$ cat src/rtl/dmem_arbiter.sv
// rtl/dmem_arbiter.sv - round-robin arbiter sharing one single-port data memory between two requesters
module dmem_arbiter #(
    parameter int ADDR_W = 6,
    parameter int DATA_W = 32
) (
    input  logic              clk,
    input  logic              reset,
    input  logic              r0_req,
    input  logic              r0_we,
    input  logic [ADDR_W-1:0] r0_addr,
    input  logic [DATA_W-1:0] r0_wdata,
    output logic              r0_ack,
    output logic [DATA_W-1:0] r0_rdata,
    input  logic              r1_req,
    input  logic              r1_we,
    input  logic [ADDR_W-1:0] r1_addr,
    input  logic [DATA_W-1:0] r1_wdata,
    output logic              r1_ack,
    output logic [DATA_W-1:0] r1_rdata,
    output logic [ADDR_W-1:0] mem_addr,
    output logic [DATA_W-1:0] mem_wdata,
    output logic              mem_we,
    input  logic [DATA_W-1:0] mem_rdata,
    output logic              busy,
    output logic              owner
);

    typedef enum logic [1:0] {
        S_IDLE   = 2'd0,
        S_ACCESS = 2'd1,
        S_RESP   = 2'd2
    } state_t;

    state_t state;
    state_t state_nxt;
    logic   rr;
    logic   any_req;
    logic   winner;

    // Arbitration: a lone requester wins; on a tie the round-robin pointer decides
    always_comb begin
        any_req = r0_req | r1_req;
        winner  = (r0_req && r1_req) ? rr : r1_req;
    end

    // Next-state logic: one grant walks IDLE -> ACCESS -> RESP -> IDLE
    always_comb begin
        state_nxt = state;
        case (state)
            S_IDLE:   if (any_req) state_nxt = S_ACCESS;
            S_ACCESS: state_nxt = S_RESP;
            S_RESP:   state_nxt = S_IDLE;
            default:  state_nxt = S_IDLE;
        endcase
    end

    // State register; reset aborts any access in flight
    always_ff @(posedge clk or posedge reset) begin
        if (reset) begin
            state <= S_IDLE;
        end else begin
            state <= state_nxt;
        end
    end

    // Datapath: latch request at grant, drive memory for one cycle, capture read data, pulse ack
    always_ff @(posedge clk or posedge reset) begin
        if (reset) begin
            rr        <= 1'b0;
            owner     <= 1'b0;
            mem_addr  <= '0;
            mem_wdata <= '0;
            mem_we    <= 1'b0;
            r0_ack    <= 1'b0;
            r1_ack    <= 1'b0;
            r0_rdata  <= '0;
            r1_rdata  <= '0;
        end else begin
            r0_ack <= 1'b0;
            r1_ack <= 1'b0;
            case (state)
                S_IDLE: begin
                    if (any_req) begin
                        owner     <= winner;
                        rr        <= ~winner;
                        mem_addr  <= winner ? r1_addr  : r0_addr;
                        mem_wdata <= winner ? r1_wdata : r0_wdata;
                        mem_we    <= winner ? r1_we    : r0_we;
                    end
                end
                S_ACCESS: begin
                    // mem_we doubles as the latched write flag for this access
                    mem_we <= 1'b0;
                    if (!mem_we) begin
                        if (owner) r1_rdata <= mem_rdata;
                        else       r0_rdata <= mem_rdata;
                    end
                    r0_ack <= ~owner;
                    r1_ack <= owner;
                end
                default: begin
                    mem_we <= 1'b0;
                end
            endcase
        end
    end

    assign busy = (state != S_IDLE);

endmodule
$ cat config.mk
export PLATFORM = sky130hd
export DESIGN_NAME = dmem_arbiter
export DESIGN_NICKNAME = d
export VERILOG_FILES = /design/src/rtl/dmem_arbiter.sv
export SDC_FILE = /design/constraint.sdc
export NUM_CORES = 1
export LEC_CHECK = 0
export ABC_CLOCK_PERIOD_IN_PS = 4200
export CORE_MARGIN = 8
export CORE_UTILIZATION = 41
export DETAILED_ROUTE_END_ITERATION = 8
export GPL_ROUTABILITY_DRIVEN = 1
export PLACE_DENSITY = 0.81
export REMOVE_ABC_BUFFERS = 1
export SYNTH_ARGS = -nofsm -noshare
export SYNTH_HDL_FRONTEND = slang
export SYNTH_SLANG_ARGS = --single-unit
$ cat constraint.sdc
create_clock -name clk -period 4.2 [get_ports clk]
set_clock_uncertainty 0.05 [all_clocks]
set_input_delay 0.84 -clock clk [delete_from_list [all_inputs] [get_ports clk]]
set_output_delay 0.84 -clock clk [all_outputs]
set_load 0.05 [all_outputs]
# Word-level counts from Yosys, hierarchy flattened
# Cells that the tools add are included.
# op_classes
n_eq_ne,2
n_mux,10
bitwise_logic,4
reduce_logical,6
# op_table
cell,count
32-bit 2-to-1 mux,1
1-bit 2-to-1 mux,6
6-bit 2-to-1 mux,1
3-bit AND reduction,2
2-bit case mux with 2 select lines,1
1-bit NOT,3
"2-bit by 1-bit == test with 1-bit output, second input constant",1
2-bit logical NOT,1
2-bit 2-to-1 mux,1
"2-bit inequality test, second input constant",1
2-bit AND reduction,1
2-bit nonzero test,1
1-bit logical AND,1
1-bit OR,1
# totals
reg_bits,109
inputBits,114
out_inout_bits,107

# Longest topological paths before layout
# Gate-level depths: netlist (run 1).
# depth
word_depth,5
ltp_mapped,6

# Least setup slack after synthesis (run 1)
# OpenSTA, ideal clock, no wires.
# synth_path
path_type,in2reg
startpoint,in r0_req
endpoint,reg mem_addr[3]
t_arrival_ns,1.712
required_ns,4.024
slack_ns,2.312
cell_stages,5
n_path_buf,2
path_cell_list,nor2b_1 nor3_2 buf_4 buf_4 a221o_1
# synth_via
elab_chain_cells,3
elab_cells_between_ends,5
classes_between,mux: 2; bitwise: 1; reduce/logical: 2
# synth_rtl
item,line,source
start: declaration,8,"input logic r0_req,"
1-bit logical AND,43,winner = (r0_req && r1_req) ? rr : r1_req;
1-bit 2-to-1 mux,43,
6-bit 2-to-1 mux,86,mem_addr <= winner ? r1_addr : r0_addr;
end signal: assignment,86,
end: declaration,20,"output logic [ADDR_W-1:0] mem_addr,"
# Parallel ways exist; a longest one is shown, timed or not.
# A chain may end at the register's enable or synchronous reset.

# Final worst setup path (run 1)
# layout_path
startpoint,reg state[0]
endpoint,out busy
# layout_via
elab_chain_cells,1
# layout_rtl
item,line,source
start: declaration,34,state_t state;
start signal: assignment,62,state <= state_nxt;
2-bit nonzero test,108,assign busy = (state != S_IDLE);
end: declaration,24,"output logic busy,"
# No other way between the ends.

==> summary.txt, run 1 <==
Status
  – Status: finished, final reports clean

Setup path
  – Startpoint Class: flip-flop
  – Worst-path maximum fanout: 41
  – CP Capture Type: output port
  – Critical path origin: state[0]
  – Reg-to-Reg Start: owner
  – Critical path arrival: ~2.1 ns
  – Critical path type: reg -> out
  – Worst Path Required: 3.31 ns

Finish
  – Final non-filler cell area: 7030 µm²
  – Commonest non-fill, non-tap cell in the layout: clkdlybuf4s50_1
  – Sequential cell area: 2730 µm²
  – Area growth syn-to-layout: 56.1%
  – Diode count: 0
  – Commonest non-fill, non-tap cells in the layout: clkdlybuf4s50_1, dfrtp_1, a21boi_0, a221o_1, mux2_2
  – Fraction of layout cells with a size suffix above 1: ~18%
  – Final nets: about 620
  – Filler cell count in the final layout: 756
  – Multi-input gate area: 1630 µm²

Detailed routing
  – Initial DRC Count: ~180
  – Routed WL: 13.6 mm
  – Vias/cell: around 5.2
  – Post-route DRC: 0
  – Wirelength per Cell: 20.9 µm
  – First-pass DRT Iterations: 4
  – DRT antenna net count: 0
  – Total number of vias: 3422

Timing
  – Slew @ Worst Pin: 1.10 ns
  – Maximum clock frequency: approximately 340 MHz
  – Final TNS setup: 0 ns
  – Hold Vio Cnt, Final: 0
  – Relative slew margins: 26.8%
  – Min Tclk post-route: around 3.0 ns
  – RSZ-0062 raised after global routing: no
  – Hold Worst Slack: approximately 0.46 ns
  – Final setup vio count: 0
  – Fin crit share: about 71%
  – Final Slew Violations: 0

Place
  – Detailed Place HPWL: a little over 10 mm
  – Port Buffers: 220
  – Routability cong.: 0.762
  – Placed cell area: 6810 µm²

CTS
  – CTS root buf: clkbuf_8
  – Post-CTS resize count: 0
  – Setup bufs post-CTS: 0
  – Worst-path clk slew: approximately 0.1 ns
  – H-tree Lvls: 3
  – Hold buffer count at CTS: 0
  – Total CTS buffers: 9
  – CTS tree: built
  – CTS sink count: between 100 and 150
  – CTS max path bufs: 2
  – Clk_lat worst skew: 0.36 ns

Floorplanning
  – Core region area: 10800 µm²
  – Rows: 38
  – Die width: about 120 µm
  – Starting Density: a little over two fifths
  – Die footprint: 14600 µm²
  – Die Span Y: about 120 µm
  – # IOs: 221

Global routing
  – Vias in the first global route: 3750
  – GRT overflow: 0
  – Largest net degree at the start of global routing: 58
  – Initial antenna violation count: 0
  – First-pass GRT wire length: between 20 and 25 mm
  – Total GRT Usage: between 10% and 20%

Synthesis
  – Syn Inst Count: 294
  – Synthesized area per cell: 15.3 µm²
  – Register bit count reported by yosys: between 100 and 150
  – Total number of yosys warnings: 0
  – Unique masters post-synth: 25
  – Post-Synthesis Cell Area: 4500 µm²
  – Post-synthesis sequential area ratio: 60.6%

Power and ir drop
  – Leakage: 0.00295 µW
  – Max VDD drop: 0.000557 V
  – Pwr per Cell Area: just under 1000 nW/µm²

Hold path
  – Hold wc startpoint: r0_rdata[31]
  – Worst hold path type: reg -> reg

Flow run
  – Max-Cap Viols: 0
[stage by stage]
stage | setup WS, ns | std cells | total power, µW | util (%)
4_1_cts | 1.20 | 652 | 6960 | 65.1
2_1_floorplan | 0.436 | 271 | 4710 | -
6_report | 1.23 | 652 | 6900 | 65.1
5_1_grt | 1.13 | 652 | 7200 | 65.1
3_3_place_gp | 1.65 | 636 | 6170 | 63.1
3_5_place_dp | 1.61 | 636 | 6250 | 63.1
[metal layers]
layer | part of all wire (%) | up-vias | routed length (µm) | track usage (%)
met5 | 0 | - | 0 | 0
met4 | 1.3 | 0 | 175 | 5.85
met3 | 13 | 15 | 1820 | 9.04
met2 | 45 | 200 | 6150 | 28.2
met1 | 40 | 1680 | 5460 | 21.3
li1 | - | 1527 | - | -
[synth_stat cells]
library cell | number | share of area (%)
o221ai_1 | 1 | 0.19
nor3_1 | 1 | 0.11
mux2_2 | 32 | 8.0
or2_2 | 1 | 0.14
a21o_1 | 2 | 0.33
nand2_1 | 1 | 0.083
inv_1 | 4 | 0.33
clkbuf_1 | 10 | 0.83
dfrtp_1 | 109 | 61
buf_6 | 4 | 1.0
mux2_1 | 2 | 0.50
nor2_1 | 3 | 0.25
mux2_4 | 30 | 10
nor2_2 | 1 | 0.14
nor2b_1 | 1 | 0.14
buf_2 | 3 | 0.33
a21bo_2 | 1 | 0.22
and2b_1 | 1 | 0.17
a221o_1 | 38 | 8.4
buf_4 | 6 | 1.0
nand2b_1 | 1 | 0.14
a21boi_0 | 38 | 6.3
and3b_1 | 1 | 0.19
nor3_2 | 2 | 0.44
inv_2 | 1 | 0.083
[where the power goes]
part | internal (µW) | switching, µW | total [µW]
sequential | 1580 | 325 | 1900
combinational | 1660 | 2640 | 4300
clock | 339 | 357 | 696
[final cells by class]
class,count,share of cell area [%]
clock buffer,9,1.76
sequential,109,38.8
multi-input combinational,157,23.2
inverter,5,0.303
clock inverter,7,1.41
timing repair buffer,225,32.0
tap,140,2.49
[critical path, cell delays in order (launching register included)]
cell and delay (ns):
dfrtp_1 0.42, nor2_2 0.11, buf_4 0.34, inv_2 0.12
clkdlybuf4s50_1 0.72
[sequential cells by signal, indices dropped and copies added, names as in the netlist]
signal / cells
mem_addr: 6
mem_wdata: 32
mem_we: 1
owner: 1
r0_ack: 1
r0_rdata: 32
r1_ack: 1
r1_rdata: 32
rr: 1
state: 2
[cell families after synthesis]
logic type,synth area share [%]
DFF,60.6
muxes,18.5
AOI/OAI and AO/OA,15.5
buffers and inverters,3.58
and+or+nand+nor,1.81
[path summary, 6_finish.rpt]
| check | endpoint | slack, ns | cells after the start |
|---|---|---|---|
| worst max-delay path | busy | 1.23 | 4 |
| worst min-delay path | r0_rdata[31] | 0.46 | 1 |
| worst max register to register | r1_rdata[30] | 2.02 | 3 |
| worst min register to register | r0_rdata[31] | 0.46 | 1 |
| max in group asynchronous | mem_wdata[25] | 2.49 | 3 |
| min in group asynchronous | r0_rdata[3] | 0.86 | 2 |
Note: power is estimated with default switching activity, not from simulation.
==> run 2: changes to the inputs <==
Settings changed: ABC_CLOCK_PERIOD_IN_PS 4200 to 3000.
Clock period 4.2 ns to 3 ns, I/O delays scaled along.
==> summary.txt, run 2 (synthesis results as in run 1) <==
Status
  – Status: finished, final reports clean

Detailed routing
  – Wirelength per Cell: 21.1 µm (+1.0%)
  – Routed WL: 13.8 mm (+1.5%)
  – Initial DRC Count: 227 (+30%)
  – Post-route DRC: 0 (unchanged)
  – Total number of vias: 3447 (+0.73%)
  – First-pass DRT Iterations: 5 (+1)
  – Vias/cell: 5.26 (+0.27%)
  – DRT antenna net count: 0 (unchanged)

Setup path
  – Critical path arrival: 1.68 ns (-0.40 ns)
  – Register-to-Register Path Depth: 6 (+3)
  – Critical Path Stages: 1 (-3)
  – CP max stage cell: clkdlybuf4s50_1
  – CP Capture Type: output port
  – Worst r2r dst: mem_wdata[31]
  – Worst setup path end: owner
  – Worst Path Required: 2.35 ns (-0.96 ns)
  – R2r setup slk: 1.06 ns (-0.96 ns)
  – Buf/Inv on CP: 1 (-2)
  – Crit path max-delay family: buffers and inverters
  – CP max stage delay: 0.86 ns (+0.14 ns)
  – Critical Path, Cell by Cell: clkdlybuf4s50_1
  – Critical path type: reg -> out
  – Reg-to-Reg Start: state[0]
  – Startpoint Class: flip-flop
  – Critical path origin: owner
  – Worst-path maximum fanout: 5 (-88%)

Global routing
  – First-pass GRT wire length: 21.6 mm (+3.9%)
  – Total GRT Usage: 18.8% (+0.72 points)
  – GRT overflow: 0 (unchanged)
  – Vias in the first global route: 3948 (+5.3%)
  – Initial antenna violation count: 1 (+1)
  – Largest net degree at the start of global routing: 52 (-10%)

Floorplanning
  – Die Span Y: 121 µm (unchanged)
  – # IOs: 221 (unchanged)
  – Rows: 38 (unchanged)
  – Die width: 121 µm (unchanged)
  – Die footprint: 14600 µm² (unchanged)
  – Starting Density: 41.7% (unchanged)
  – Core region area: 10800 µm² (unchanged)

Finish
  – Fin cells: 655 (+0.46%)
  – Final nets: 623 (+0.32%)
  – Commonest non-fill, non-tap cell in the layout: clkdlybuf4s50_1
  – Fraction of layout cells with a size suffix above 1: 18.5% (+0.51 points)
  – Area growth syn-to-layout: 56.1% (about the same)
  – Sequential cell area: 2730 µm² (unchanged)
  – Commonest non-fill, non-tap cells in the layout: clkdlybuf4s50_1, dfrtp_1, a21boi_0, a221o_1, mux2_2
  – Multi-input gate area: 1630 µm² (unchanged)
  – Finished Core Util: 65.1% (about the same)
  – Filler cell count in the final layout: 826 (+9.3%)
  – Registers with the most flip-flops: mem_wdata (32), r0_rdata (32), r1_rdata (32)

Hold path
  – Worst hold path type: reg -> reg
  – Hold-critical path depth: 1 (unchanged)

Timing
  – Final TNS setup: 0 ns (unchanged)
  – Min Tclk post-route: ~2.3 ns
  – Maximum clock frequency: 430 MHz
  – Slew @ Worst Pin: 0.645 ns (-0.453 ns)
  – Hold Vio Cnt, Final: 0 (unchanged)
  – RSZ-0062 raised after global routing: no
  – Setup ws final: 0.673 ns (-0.555 ns)
  – Final setup vio count: 0 (unchanged)
  – Final Slew Violations: 0 (unchanged)
  – Fin crit share: 77.6%
  – Relative slew margins: 57.0% (+30 points)

Power and ir drop
  – Pwr per Cell Area: 1360 nW/µm² (+39%)
  – Leakage: 0.00295 µW (about the same)
  – Max VDD drop: 0.000896 V (+61%)

CTS
  – Setup bufs post-CTS: 0 (unchanged)
  – CTS max path bufs: 2 (unchanged)
  – CTS root buf: clkbuf_8
  – CTS tree: built
  – Post-CTS resize count: 0 (unchanged)
  – H-tree Lvls: 3 (unchanged)
  – CTS sink count: 109 (unchanged)
  – Worst-path clk slew: 0.10 ns (about the same)
  – Hold buffer count at CTS: 0 (unchanged)
  – Total CTS buffers: 9 (unchanged)
  – Clk_lat worst skew: 0.36 ns (about the same)

Place
  – Routability cong.: 0.795 (+4.3%)
  – Detailed Place HPWL: 10.6 mm (+2.5%)
  – Setup WS pre-CTS: 0.624 ns (-0.990 ns)
  – Port Buffers: 220 (unchanged)
  – Placed cells: 638 (+0.31%)

Flow run
  – Max-Cap Viols: 0 (unchanged)
-- run 2: cell types whose count changed in the layout (fill, tap and decap cells not counted) --
| cell | change |
|---|---|
| clkinv_2 | +1 |
| inv_6 | +1 |
| buf_12 | +1 |
| buf_4 | +2 |
| clkdlybuf4s50_1 | -1 |
| clkinv_4 | -2 |
| diode_2 | +1 |
| clkinvlp_4 | +1 |
| bufinv_16 | -1 |
-- run 2: worst min-delay path by stage --
stage                  from           end  slack, ns
6_report       r0_rdata[23]  r0_rdata[23]       0.45
3_5_place_dp   r0_rdata[23]  r0_rdata[23]       0.44
3_3_place_gp   r0_rdata[31]  r0_rdata[31]       0.42
4_1_cts        r0_rdata[23]  r0_rdata[23]       0.46
5_1_grt         r1_rdata[5]   r1_rdata[5]       0.48
2_1_floorplan            rr            rr       0.42
-- run 2: layout make-up --
class	instances	area share, %
clock buffer	9	1.76
inverter	5	0.303
timing repair buffer	227	32.4
tap	140	2.49
clock inverter	7	1.03
sequential	109	38.8
multi-input combinational	157	23.2
antenna	1	0.0356
-- run 2: metrics by stage --
step / cell area (µm²) / power, µW / hold slack (ns)
final: 7030 / 9590 / 0.454
after detailed placement: 6830 / 8760 / 0.436
after global placement: 6830 / 8630 / 0.420
after global routing: 7030 / 10000 / 0.481
after CTS: 7030 / 9670 / 0.460
after floorplan: 4360 / 6590 / 0.423
-- run 2: power by group --
part	switching, µW	leakage, µW	internal [µW]
clock	501	0.0000960	390
sequential	443	0.00132	2210
combinational	3710	0.00153	2330
-- run 2: per-layer routing --
layer | part of all wire [%] | vias to the layer above | GRT usage [%]
met5 | 0 | - | 0
met4 | 1.9 | 0 | 7.42
met3 | 13 | 21 | 9.14
met2 | 46 | 199 | 29.1
met1 | 39 | 1696 | 22.0
li1 | - | 1531 | -
==> edit, RTL diff (settings of run 2) <==
Set the parameter `DATA_W` to 64 (it was 32).
--- a/src/rtl/dmem_arbiter.sv
+++ b/src/rtl/dmem_arbiter.sv
@@ -1,7 +1,7 @@
 // rtl/dmem_arbiter.sv - round-robin arbiter sharing one single-port data memory between two requesters
 module dmem_arbiter #(
     parameter int ADDR_W = 6,
-    parameter int DATA_W = 32
+    parameter int DATA_W = 64
 ) (
     input  logic              clk,
     input  logic              reset,
Ports: changed (6 resized); port bits go from 221 to 413. No check against the original RTL was run, so the function may have changed too.
==> edit against run 2 <==
Worst setup slack lost 180 ps; synthesized cell count grew 140%; total power grew 100%; die area is 76% higher; sequential cell count grew 96; clock power rose to 3.2 times the old value; synthesized area increased by 89%; critical endpoint is now mem_we; final cell count increased by 110%; design area increased by 94%; routed wire length is 130% higher; critical path depth unchanged; first-iteration DRC count increased by 72%.
==> edit: results (changes against run 2) <==
status finished, final reports clean (unchanged); Ys Warns 0 (unchanged); Max IR drop VDD 0.721 mV (was 0.896 mV); worst reg-to-reg setup slack 1260 ps (was 1060 ps); DR WL/cell 22.8 um (was 21.1 um); RR Endpoint mem_addr[3] (was mem_wdata[31]); Worst Hold Path EP r0_rdata[1] (was r0_rdata[23]); worst hold stages 1 (unchanged); Async SR Flop Fraction 100% (unchanged); top cells by count, synth dfrtp_1, mux2_2, o21ai_0 (was dfrtp_1, a21boi_0, a221o_1); R2R cell count 4 (was 6); antenna violations before repair 4 (was 1); Slew headroom 45.7% (was 57.0%); Clk Latency, worst-skew pair 490 ps (was 360 ps); clock-pin slew on the worst setup and hold paths 60 ps (was 100 ps); number of global-route vias before repair 8072 (was 3948); CTS max path bufs 3 (was 2); routed wl met3 3.42 mm (was 1.78 mm); crit-path max FO 4 (was 5); Largest regs mem_wdata: 64 flops, r0_rdata: 64 flops, r1_rdata: 64 flops (was mem_wdata: 32 flops, r0_rdata: 32 flops, r1_rdata: 32 flops); hold path start r0_rdata[1] (was r0_rdata[23]); worst hold margin 438 ps (was 454 ps); dpl hpwl 22.6 mm (was 10.6 mm); Clock Root Buffer clkbuf_16 (was clkbuf_8); Total Routing Usage GR 23.7% (was 18.8%); leakage power 0.00542 uW (was 0.00295 uW); largest net degree at the start of global routing 73 (was 52); Final Instance Count excl. Fillers 1373 (was 655); Placer Congestion 0.850 (was 0.795); placed cell count 1330 (was 638); Post-Syn Instances 702 (was 294); Setup Fix Bufs, Post-CTS 0 (unchanged); H-tree depth 1 (was 3); CTS Buf Count 23 (was 9); first-pass GRT wire length 48.6 mm (was 21.6 mm); share of layout cells above drive strength 1 16.1% (was 18.5%); post-synthesis sequential area ratio 60.2% (was 60.6%); Distinct cells, synth 20 (was 25); port buffer count 412 (was 220); met2 routed WL 15.6 mm (was 6.33 mm); uppermost routed layer met5 (was met4); Critical Path AT 1860 ps (was 1680 ps); post-route met1 wirelength 11.5 mm (was 5.43 mm); Iter 0 DRT Violations 391 (was 227); ranking of synthesized cells by area dfrtp_1, mux2_2, a31oi_1, o21ai_0, nand3_1 (was dfrtp_1, mux2_4, a221o_1, mux2_2, a21boi_0); drt via density 5.47 (was 5.26); CP peak stage delay 880 ps (was 860 ps)
==> edit: kinds of logic (layout without fill, tap and decap cells) <==
logic type	after synthesis	after routing	share of synthesized area (%)
mux	128	128	16.9
other cells	0	2	0
simple gates	82	82	5.20
flops	205	205	60.2
buf+inv	72	471	3.92
compound gates	215	215	13.7
==> edit: final cells by class <==
class,count,area (um^2)
Tap cell,270,338
Fill cell,1554,6650
Clock buffer,30,622
Antenna cell,2,5.00
Multi-Input combinational cell,425,3070
Sequential cell,205,5130
Inverter,5,26.3
Timing Repair Buffer,425,4320
Clock inverter,11,140
==> edit: where the power goes <==
| part | switching (uW) | total [uW] | internal [uW] |
|---|---|---|---|
| logic | 7470 | 11500 | 3990 |
| clock network | 1100 | 2830 | 1720 |
| registers | 778 | 4980 | 4200 |
| total | 9350 | 19300 | 9910 |
==> edit: metrics by stage <==
step                      TNS (ps)  setup slack, ps  total power (uW)  cell area [um^2]
after floorplan            -777510            -3250             12200              8200
after global placement           0              677             16300             12900
after detailed placement         0              582             16500             12900
after CTS                        0              463             19400             13600
after global routing             0              440             20100             13600
final                            0              493             19300             13600
==> edit: worst max-delay path by stage <==
stage            from            end  slack [ps]  cells past startpoint
2_1_floorplan   reset    mem_addr[0]       -3250                      1
3_3_place_gp   r0_req  mem_wdata[43]         680                      5
3_5_place_dp   r0_req  mem_wdata[59]         580                      5
4_1_cts        mem_we         mem_we         460                      1
5_1_grt        mem_we         mem_we         440                      1
6_report       mem_we         mem_we         490                      1
==> edit: per-layer routing <==
metal | global-route usage [%] | vias up
li1 | - | 3348
met1 | 27.0 | 3704
met2 | 40.3 | 404
met3 | 9.00 | 52
met4 | 7.86 | 4
met5 | 0 | -
